[src/rtl/rgbw_regs_pkg.sv]
// rgbw_regs_pkg: shared definitions for the RGBW frame controller.
//   - header opcodes and register-map addresses
//   - default (reset) register values
//   - frame FSM state enumeration
package rgbw_regs_pkg;

  localparam int NUM_REGS = 6;

  // Header opcodes (header[7:4])
  localparam logic [3:0] OP_WRITE    = 4'h1;
  localparam logic [3:0] OP_DEFAULTS = 4'h3;

  // Register map indices
  localparam int REG_RED       = 0;
  localparam int REG_GREEN     = 1;
  localparam int REG_BLUE      = 2;
  localparam int REG_WHITE     = 3;
  localparam int REG_INTENSITY = 4;
  localparam int REG_MODE      = 5;

  // Highest valid address, in header-address width
  localparam logic [3:0] ADDR_MAX = 4'd5;

  localparam logic [7:0] DEF_COLOUR    = 8'h00;
  localparam logic [7:0] DEF_MODE      = 8'h00;
  localparam logic [7:0] DEF_INTENSITY = 8'hFF;

  typedef logic [NUM_REGS-1:0][7:0] regs_t;

  typedef enum logic [2:0] {
    ST_IDLE,
    ST_HEADER,
    ST_DATA,
    ST_DISCARD,
    ST_COMMIT
  } state_t;

  // Full default register set; intensity default is a top-level parameter.
  function automatic regs_t reg_defaults(input logic [7:0] intensity_def);
    regs_t r;
    r                = '0;
    r[REG_RED]       = DEF_COLOUR;
    r[REG_GREEN]     = DEF_COLOUR;
    r[REG_BLUE]      = DEF_COLOUR;
    r[REG_WHITE]     = DEF_COLOUR;
    r[REG_INTENSITY] = intensity_def;
    r[REG_MODE]      = DEF_MODE;
    return r;
  endfunction

endpackage

[src/rtl/sync_2ff.sv]
// sync_2ff: single-bit synchroniser of parameterised depth.
//   clk   : destination clock
//   rst_n : async active-low reset, chain resets to 1 (deselected cs)
//   d     : asynchronous input
//   q     : synchronised output, STAGES cycles of latency
module sync_2ff #(
  parameter int STAGES = 2
) (
  input  logic clk,
  input  logic rst_n,
  input  logic d,
  output logic q
);

  logic [STAGES-1:0] r_sync;

  always_ff @(posedge clk or negedge rst_n) begin
    if (!rst_n) r_sync <= '1;
    else        r_sync <= {r_sync[STAGES-2:0], d};
  end

  assign q = r_sync[STAGES-1];

endmodule

[src/rtl/spi_frame_ctrl.sv]
// spi_frame_ctrl: decodes chip-select framed byte streams from the SPI
// receiver into shadow registers and commits them atomically to the active
// RGBW/intensity/mode registers at a clean end of frame.
//   clk       : system clock (same as SPI receiver)
//   reset     : async active-low reset
//   cs        : raw active-low chip select (asynchronous)
//   rdy/data  : receiver byte strobe (level, edge-detected here) and byte
//   red..mode : active register outputs
//   update    : one-cycle pulse when active registers change
//   frame_err : one-cycle pulse when a frame is discarded
import rgbw_regs_pkg::*;

module spi_frame_ctrl #(
  parameter int         CS_SYNC_STAGES = 2,
  parameter logic [7:0] INTENSITY_RST  = 8'hFF
) (
  input  logic       clk,
  input  logic       reset,
  input  logic       cs,
  input  logic       rdy,
  input  logic [7:0] data,
  output logic [7:0] red,
  output logic [7:0] green,
  output logic [7:0] blue,
  output logic [7:0] white,
  output logic [7:0] intensity,
  output logic [7:0] mode,
  output logic       update,
  output logic       frame_err
);

  logic       w_cs_s;
  logic       w_acc;
  logic [2:0] w_idx;

  state_t     r_state;
  regs_t      r_active;
  regs_t      r_shadow;
  logic [3:0] r_addr;
  logic       r_rdy_q;
  logic       r_dirty;
  logic       r_err;
  logic       r_ign;     // DEFAULTS frame: trailing bytes are dropped silently

  sync_2ff #(.STAGES(CS_SYNC_STAGES)) u_cs_sync (
    .clk   (clk),
    .rst_n (reset),
    .d     (cs),
    .q     (w_cs_s)
  );

  // One byte per rising edge of rdy, however long it is held.
  assign w_acc = rdy & ~r_rdy_q;
  assign w_idx = r_addr[2:0];

  assign red       = r_active[REG_RED];
  assign green     = r_active[REG_GREEN];
  assign blue      = r_active[REG_BLUE];
  assign white     = r_active[REG_WHITE];
  assign intensity = r_active[REG_INTENSITY];
  assign mode      = r_active[REG_MODE];

  always_ff @(posedge clk or negedge reset) begin
    if (!reset) begin
      r_state   <= ST_IDLE;
      r_active  <= reg_defaults(INTENSITY_RST);
      r_shadow  <= reg_defaults(INTENSITY_RST);
      r_addr    <= '0;
      r_rdy_q   <= 1'b0;
      r_dirty   <= 1'b0;
      r_err     <= 1'b0;
      r_ign     <= 1'b0;
      update    <= 1'b0;
      frame_err <= 1'b0;
    end else begin
      r_rdy_q   <= rdy;
      update    <= 1'b0;
      frame_err <= 1'b0;

      case (r_state)
        ST_IDLE: begin
          if (!w_cs_s) begin
            r_state  <= ST_HEADER;
            r_shadow <= r_active;
            r_dirty  <= 1'b0;
            r_err    <= 1'b0;
          end
        end

        ST_HEADER: begin
          if (w_acc) begin
            r_addr <= data[3:0];
            if (data[7:4] == OP_WRITE && data[3:0] <= ADDR_MAX) begin
              r_ign   <= 1'b0;
              r_state <= ST_DATA;
            end else if (data[7:4] == OP_DEFAULTS) begin
              r_shadow <= reg_defaults(INTENSITY_RST);
              r_dirty  <= 1'b1;
              r_ign    <= 1'b1;
              r_state  <= ST_DATA;
            end else begin
              r_err   <= 1'b1;
              r_state <= ST_DISCARD;
            end
          end
          // A byte landing together with the cs rise is still processed above.
          if (w_cs_s) r_state <= ST_COMMIT;
        end

        ST_DATA: begin
          if (w_acc && !r_ign) begin
            if (r_addr <= ADDR_MAX) begin
              r_shadow[w_idx] <= data;
              r_dirty         <= 1'b1;
              r_addr          <= r_addr + 4'd1;
            end else begin
              r_err   <= 1'b1;
              r_state <= ST_DISCARD;
            end
          end
          if (w_cs_s) r_state <= ST_COMMIT;
        end

        ST_DISCARD: begin
          if (w_cs_s) r_state <= ST_COMMIT;
        end

        ST_COMMIT: begin
          if (r_dirty && !r_err) begin
            r_active <= r_shadow;
            update   <= 1'b1;
          end
          if (r_err) frame_err <= 1'b1;
          r_dirty <= 1'b0;
          r_err   <= 1'b0;
          if (!w_cs_s) begin
            // Back-to-back frame: shadow must track what active becomes.
            r_state <= ST_HEADER;
            if (r_err || !r_dirty) r_shadow <= r_active;
          end else begin
            r_state <= ST_IDLE;
          end
        end

        default: r_state <= ST_IDLE;
      endcase
    end
  end

endmodule

[config.mk]
export PLATFORM = sky130hd
export DESIGN_NAME = spi_frame_ctrl
export DESIGN_NICKNAME = d
export VERILOG_FILES = /design/src/rtl/rgbw_regs_pkg.sv /design/src/rtl/sync_2ff.sv /design/src/rtl/spi_frame_ctrl.sv
export SDC_FILE = /design/constraint.sdc
export NUM_CORES = 1
export LEC_CHECK = 0
export CAP_MARGIN = 20
export CORE_UTILIZATION = 34
export CTS_CLUSTER_SIZE = 20
export DETAILED_ROUTE_END_ITERATION = 6
export PLACE_DENSITY = 0.57
export SLEW_MARGIN = 0
export SYNTH_ARGS = -nofsm -noshare
export SYNTH_HDL_FRONTEND = slang
export SYNTH_SLANG_ARGS = --single-unit
[constraint.sdc]
create_clock -name clk -period 5.6 [get_ports clk]
set_clock_uncertainty 0.05 [all_clocks]
set_input_delay 0.84 -clock clk [delete_from_list [all_inputs] [get_ports clk]]
set_output_delay 0.84 -clock clk [all_outputs]
set_load 0.05 [all_outputs]
==> results.md <==
* Run status: finished clean
* Hold violation total from the final report at 0
* Net count, final at 614
* Worst skew pair latency at 0.35 ns
* Number of cells on the worst reg-to-reg path at 6
* Initial antenna violation count at 0
* Ys flop type: dfrtp_1
* Count of cell types in the netlist at 45
* Largest net degree at the start of global routing at 67
* CTS root buffer: clkbuf_16
* Reg-to-Reg End: r_shadow[30]
* Critical hold path startpoint: u_cs_sync.r_sync[0]
* Post-cts resize count at 0
* Setup-failing EPs final at 0
* Max Freq at 313 MHz
* WL/cell at 16.9 um
* Synth Warn # at 0
* Crit Reg-Reg Startpoint: r_state[2]
* Final Util at 41.4%
* Total CTS buffers at 9
* GPL Wtd Cong at 0.780
* Setup CP Type: primary input to flop
* VDD IR max at 204 uV
* Post-DRT Antenna Nets at 0
* DR iter-0 viols at 308
* I/O Buffers at 61
* Drt total wl at 13900 um
* CTS HTree Levels at 3
* Nature of the critical path endpoint: flop
* Mapped Nets at 575
* Crit path max-delay cell type: clkdlybuf4s50_1
* Clock Path Buffers at 2
* CP startpoint: data[4]
* Post-synthesis register bit count at 111
* Final setup TNS at 0 ns
* Die ar. at 17000 um^2
* Routed via count at 4120
* Avg Cell Area, Syn at 10.0 um^2
* Post-CTS Hold Fix Bufs at 0
* Multi-input gate area at 2590 um^2
* Cell Pwr Density at 317 nW/um^2
* Top delay family on crit path: buffers and inverters
* Total power at 2.10 mW
* CORE AREA at 16000 um^2
* Clk sinks at 111
* Leak at 3.07 nW
* Seq/Total Area, Yosys at 49.9%
* Die width at 130 um
* Async SR Flop Fraction at 100%
* Critical-path maximum fanout at 31
* Post-detailed-placement half-perimeter wirelength at 8420 um
* Area growth, synth to finish at 18.0%
* Starting Density at 35.1%
* Critical Path AT at 3.38 ns
* Mapped Area at 5610 um^2
* Unrepaired setup endpoints after global routing: false
* Critical-path cell list: clkdlybuf4s50_1 > nor3b_2 > a21o_1 > o21ai_2 > nor4_4 > buf_4 > mux2_2
* Max stage delay on crit path at 0.74 ns
* Chip Height at 130 um
* Max-cap violations at 0
* FP Rows at 46
* Buf+Inv Stages, Crit Path at 2
* Crit path depth at 7
* Routed vias/inst at 5.02
* First-pass GRT wire length at 22500 um
* Total gr overflow at 0
* Fillers at 1600
* CP required at 5.79 ns
* Setup bufs post-CTS at 0
* Setup crit end: r_shadow[30]
* DR DRC count at 0
* Hold Crit Class: flop to flop
* Mapped Cells at 560
* Number of global-route vias before repair at 4083
* Clk pin slew, worst setup/hold paths at 0.07 ns
* Layout cells sized above 1 at 16.4%
* Ports at 62
* CTS tree: yes
* Slew margin rel. at 30.4%
* Total track usage at 17.4%
* DR pass1 iterations at 4
* Worst-Margin Slew at 1.04 ns
* Fin. max-slew vios at 0
* Critical Path Start Type: primary input
* Final Critical Period at 3.19 ns
* Worst R2R Setup Slack at 2.48 ns
* Number of flops mapped to enable cells by yosys at 0
* Storage cell area at 2800 um^2
* Final Cycle Share at 57.0%
* Diodes inserted at 0
-- flip-flops by register name, indices dropped and copies added, names as in the netlist, 2 cells and up --
signal	cells
r_shadow	48
blue	8
green	8
intensity	8
mode	8
red	8
white	8
r_addr	4
r_state	3
u_cs_sync.r_sync	2
-- layer usage --
layer | routed length, um | global-route usage, %
met1 | 6570 | 24.7
met4 | 124 | 5.27
met3 | 579 | 3.22
met5 | 0 | 0
met2 | 6590 | 27.1
-- cells by family (layout without fill, tap and decap cells) --
| kind of cell | after synthesis | in the layout | share of synthesized area, % |
|---|---|---|---|
| AO/OA/AOI/OAI | 76 | 76 | 8.45 |
| adder cells (fa/ha/maj) | 4 | 4 | 0.870 |
| multiplexers | 97 | 97 | 19.7 |
| AND/OR/NAND/NOR | 228 | 228 | 17.2 |
| flip-flops | 111 | 111 | 49.9 |
| buffers and inverters | 44 | 88 | 3.88 |
-- worst reg2reg max path: cells and delay by family, from the launching register on --
family	cells	cell delay, ns
AO/OA/AOI/OAI	1	0.19
multiplexers	1	0.43
buffers and inverters	2	1.03
AND/OR/NAND/NOR	2	0.65
flip-flops	1	0.65
-- cell usage after synthesis (all sizes together) (4+ instances only) --
master	number	area, um^2
nor2	6	22.5
inv	6	22.5
and3	4	25.0
o211ai	9	81.3
buf	10	90.1
dfstp	18	473
clkbuf	28	105
nor3	7	50.1
a21oi	7	35.0
mux2i	49	490
mux2	48	616
o21ai	47	239
nand2	194	728
dfrtp	93	2330
nor3b	5	42.5
-- layout by cell type (no fill, tap or decap), drive strengths merged, types with 2 or more instances in the layout --
master           n
nor3b            5
dfstp           18
inv              6
clkinv           4
mux2            48
and3             4
a21o             2
or3b             2
a21oi            7
a211oi           2
mux2i           49
nor3             7
clkdlybuf4s50   60
dfrtp           93
nor2b            2
nand3            3
ha               3
buf              6
nand2          194
clkbuf          12
nor2             6
o211ai           9
nand2b           2
o21ai           47
-- how the worst min path moves through the flow --
stage / to / slack [ns] / cells after the start
6_report: u_cs_sync.r_sync[1] / 0.31 / 0
4_1_cts: u_cs_sync.r_sync[1] / 0.31 / 0
3_5_place_dp: u_cs_sync.r_sync[1] / 0.30 / 0
2_1_floorplan: u_cs_sync.r_sync[1] / 0.30 / 0
3_3_place_gp: u_cs_sync.r_sync[1] / 0.30 / 0
5_1_grt: u_cs_sync.r_sync[1] / 0.31 / 0
-- per-stage QoR --
stage / worst slack (ns) / instance area [um^2] / hold WS [ns] / cells
floorplan: 3.08 / 5610 / 0.295 / 560
global placement: 2.12 / 6330 / 0.302 / 804
detailed placement: 2.04 / 6330 / 0.298 / 804
CTS: 2.42 / 6620 / 0.312 / 820
global route: 2.29 / 6620 / 0.313 / 820
finish: 2.41 / 6620 / 0.311 / 820
-- cell type report --
type                            instances  area share [%]
Clock buffer                           12            4.03
Sequential cell                       111            42.3
Multi-Input combinational cell        405            39.2
Clock inverter                          4           0.284
Timing Repair Buffer                   66            9.76
Inverter                                6           0.340
Tap cell                              216            4.08
-- where the power goes --
| group | internal, mW | switching, mW | total [mW] | leakage (nW) |
|---|---|---|---|---|
| Clock | 0.335 | 0.286 | 0.621 | 0.146 |
| Sequential | 0.902 | 0.0708 | 0.973 | 1.47 |
| Combinational | 0.205 | 0.297 | 0.502 | 1.46 |
No activity file was read; power rests on OpenSTA's default activity.
==> edit, RTL diff (config.mk and constraints unchanged) <==
Encoding of `state_t`: now one-hot (5 bits for 5 states).
--- a/src/rtl/rgbw_regs_pkg.sv
+++ b/src/rtl/rgbw_regs_pkg.sv
@@ -29,8 +29,8 @@
 
-  typedef enum logic [2:0] {
-    ST_IDLE,
-    ST_HEADER,
-    ST_DATA,
-    ST_DISCARD,
-    ST_COMMIT
+  typedef enum logic [4:0] {
+    ST_IDLE    = 5'b00001,
+    ST_HEADER  = 5'b00010,
+    ST_DATA    = 5'b00100,
+    ST_DISCARD = 5'b01000,
+    ST_COMMIT  = 5'b10000
   } state_t;
Behaviour: no difference found for any inputs over 10 cycles, from zero or initial values and one cycle with reset low; not proved beyond that.
==> edit against the original RTL <==
Fmax is 3.1% higher; synthesized cell count is 13% lower; wire length is 1.4% lower; sequential cell count is 2 higher; sequential power is 3.0% lower; final area is 7.3% higher; area after synthesis is 3.8% higher; die area is 3.7% higher; power is 22% higher; worst setup slack better by 0.096 ns; global-route usage is 0.65 points lower.
==> edit: results (changes against the original RTL) <==
<table>
<tr><th>Metric</th><th>Value</th></tr>
<tr><th colspan="2">Placed design</th></tr>
<tr><td>Instance count after placement with tap cells included</td><td>742 (-7.7%)</td></tr>
<tr><td>Final RePlAce weighted congestion</td><td>0.8067 (+3.5%)</td></tr>
<tr><td>Pre-CTS worst setup slack</td><td>2.073 ns (+0.02912 ns)</td></tr>
<tr><td>Detail Placement HPWL</td><td>8.197 mm (-2.7%)</td></tr>
<tr><th colspan="2">Synth</th></tr>
<tr><td>Share of the yosys chip area belonging to registers</td><td>0.4899 (-0.009322)</td></tr>
<tr><td>Syn Nets</td><td>505 (-12%)</td></tr>
<tr><td>Post-synthesis cell type count</td><td>47 (+4.4%)</td></tr>
<tr><td>Cell count after synthesis</td><td>490 (-13%)</td></tr>
<tr><th colspan="2">Clocking</th></tr>
<tr><td>Clock slew at the register clock pins of the worst setup and hold paths</td><td>0.05 ns (-0.02 ns)</td></tr>
<tr><td>CTS HTree Levels</td><td>4 (+1)</td></tr>
<tr><td>Number of CTS-inserted buffers</td><td>17 (+8)</td></tr>
<tr><td>Clock Latency Late Sink</td><td>0.41 ns (+0.06 ns)</td></tr>
<tr><th colspan="2">Global routing</th></tr>
<tr><td>GRT met1 Usage</td><td>0.2217 (-0.02581)</td></tr>
<tr><td>Pin count of the biggest net entering global routing</td><td>64 (-4.5%)</td></tr>
<tr><td>Global routing usage on met2</td><td>0.2644 (-0.006566)</td></tr>
<tr><td>Overall routing resource usage</td><td>0.1679 (-0.006538)</td></tr>
<tr><th colspan="2">Route</th></tr>
<tr><td>Average vias per placed instance</td><td>5.182 (+3.1%)</td></tr>
<tr><td>Average wire per standard cell</td><td>17.68 um (+4.5%)</td></tr>
<tr><td>DRT iter0 DRCs</td><td>182 (-41%)</td></tr>
<tr><th colspan="2">Critical path</th></tr>
<tr><td>Source of the worst register-to-register timing path</td><td>r_addr[0]$_DFFE_PN0P_</td></tr>
<tr><td>Worst setup slack for register-to-register paths</td><td>2.96 ns (+0.48 ns)</td></tr>
<tr><td>CP arrival</td><td>3.35 ns (-0.03 ns)</td></tr>
<tr><td>Length in cells of the worst reg-to-reg path</td><td>8 (+2)</td></tr>
<tr><th colspan="2">Cells and area</th></tr>
<tr><td>Share of post-route cells with drive strength above 1</td><td>0.2888 (+0.1249)</td></tr>
<tr><td>Number of fillers in the final layout</td><td>1564 (-2.3%)</td></tr>
<tr><td>Nets</td><td>556 (-9.4%)</td></tr>
<tr><th colspan="2">Pwr</th></tr>
<tr><td>Maximum VDD drop</td><td>0.2255 mV (+10%)</td></tr>
<tr><td>Leak</td><td>3.159 nW (+2.9%)</td></tr>
<tr><th colspan="2">Outcome</th></tr>
<tr><td>Status</td><td>completed</td></tr>
<tr><th colspan="2">Timing</th></tr>
<tr><td>Worst hold slack</td><td>0.3070 ns (-0.004177 ns)</td></tr>
<tr><td>Max_slew headroom</td><td>0.3642 (+0.06031)</td></tr>
</table>
-- edit: cell count changes after synthesis, moves of 4 or more --
cell / delta
sky130_fd_sc_hd__o21ai_0: +4
sky130_fd_sc_hd__mux2_2: +48
sky130_fd_sc_hd__nand2_1: -142
sky130_fd_sc_hd__and2_1: +4
sky130_fd_sc_hd__nand3_1: +4
sky130_fd_sc_hd__clkbuf_1: -7
-- edit: area by class of cell --
type	count	area, um2	share of cell area
timing repair buffer	67	653.1	0.09203
inverter	7	26.28	0.003702
clock buffer	27	523.0	0.07370
clock inverter	5	25.02	0.003526
multi-input combinational	335	2743	0.3865
sequential	113	2851	0.4018
tap	220	275.3	0.03879
-- edit: worst register-to-register path, cell delays in order (launching register included) --
cell,delay (ns)
sky130_fd_sc_hd__dfrtp_1,0.50
sky130_fd_sc_hd__inv_1,0.21
sky130_fd_sc_hd__ha_1,0.17
sky130_fd_sc_hd__nor2_1,0.05
sky130_fd_sc_hd__a21oi_1,0.31
sky130_fd_sc_hd__o221ai_1,0.21
sky130_fd_sc_hd__nor3_4,0.17
sky130_fd_sc_hd__buf_4,0.44
sky130_fd_sc_hd__mux2_2,0.41
-- edit: layer usage --
layer | vias to the layer above | part of all wire
li1 | 1857 | -
met3 | 16 | 0.047
met5 | - | 0
met1 | 2049 | 0.47
met2 | 89 | 0.47
met4 | 0 | 0.013
-- edit: kinds of logic (layout without fill, tap and decap cells) --
family | count (synthesis) | after routing | synth area share
compound gates | 84 | 84 | 0.08534
xor+xnor | 3 | 3 | 0.004515
fa+ha+maj | 3 | 3 | 0.006450
mux | 148 | 148 | 0.2880
buf+inv | 42 | 106 | 0.03998
flops | 113 | 113 | 0.4899
simple gates | 97 | 97 | 0.08577
-- edit: how the worst max path moves through the flow --
stage,slack (ns),startpoint,cells after the start,endpoint
floorplan,3.21,data[7],7,r_shadow[0]$_DFFE_PN0P_
finish,2.50,data[4],7,r_shadow[15]$_DFFE_PN0P_
global placement,2.13,data[4],7,r_shadow[16]$_DFFE_PN0P_
detailed placement,2.07,data[4],7,r_shadow[23]$_DFFE_PN0P_
global route,2.37,data[4],7,r_shadow[16]$_DFFE_PN0P_
CTS,2.52,data[4],7,r_shadow[23]$_DFFE_PN0P_
-- edit: power by group --
group | switching, W | internal [W]
logic | 0.000356 | 0.000272
clock network | 0.000360 | 0.000631
registers | 0.0000734 | 0.000871
total | 0.000789 | 0.00177
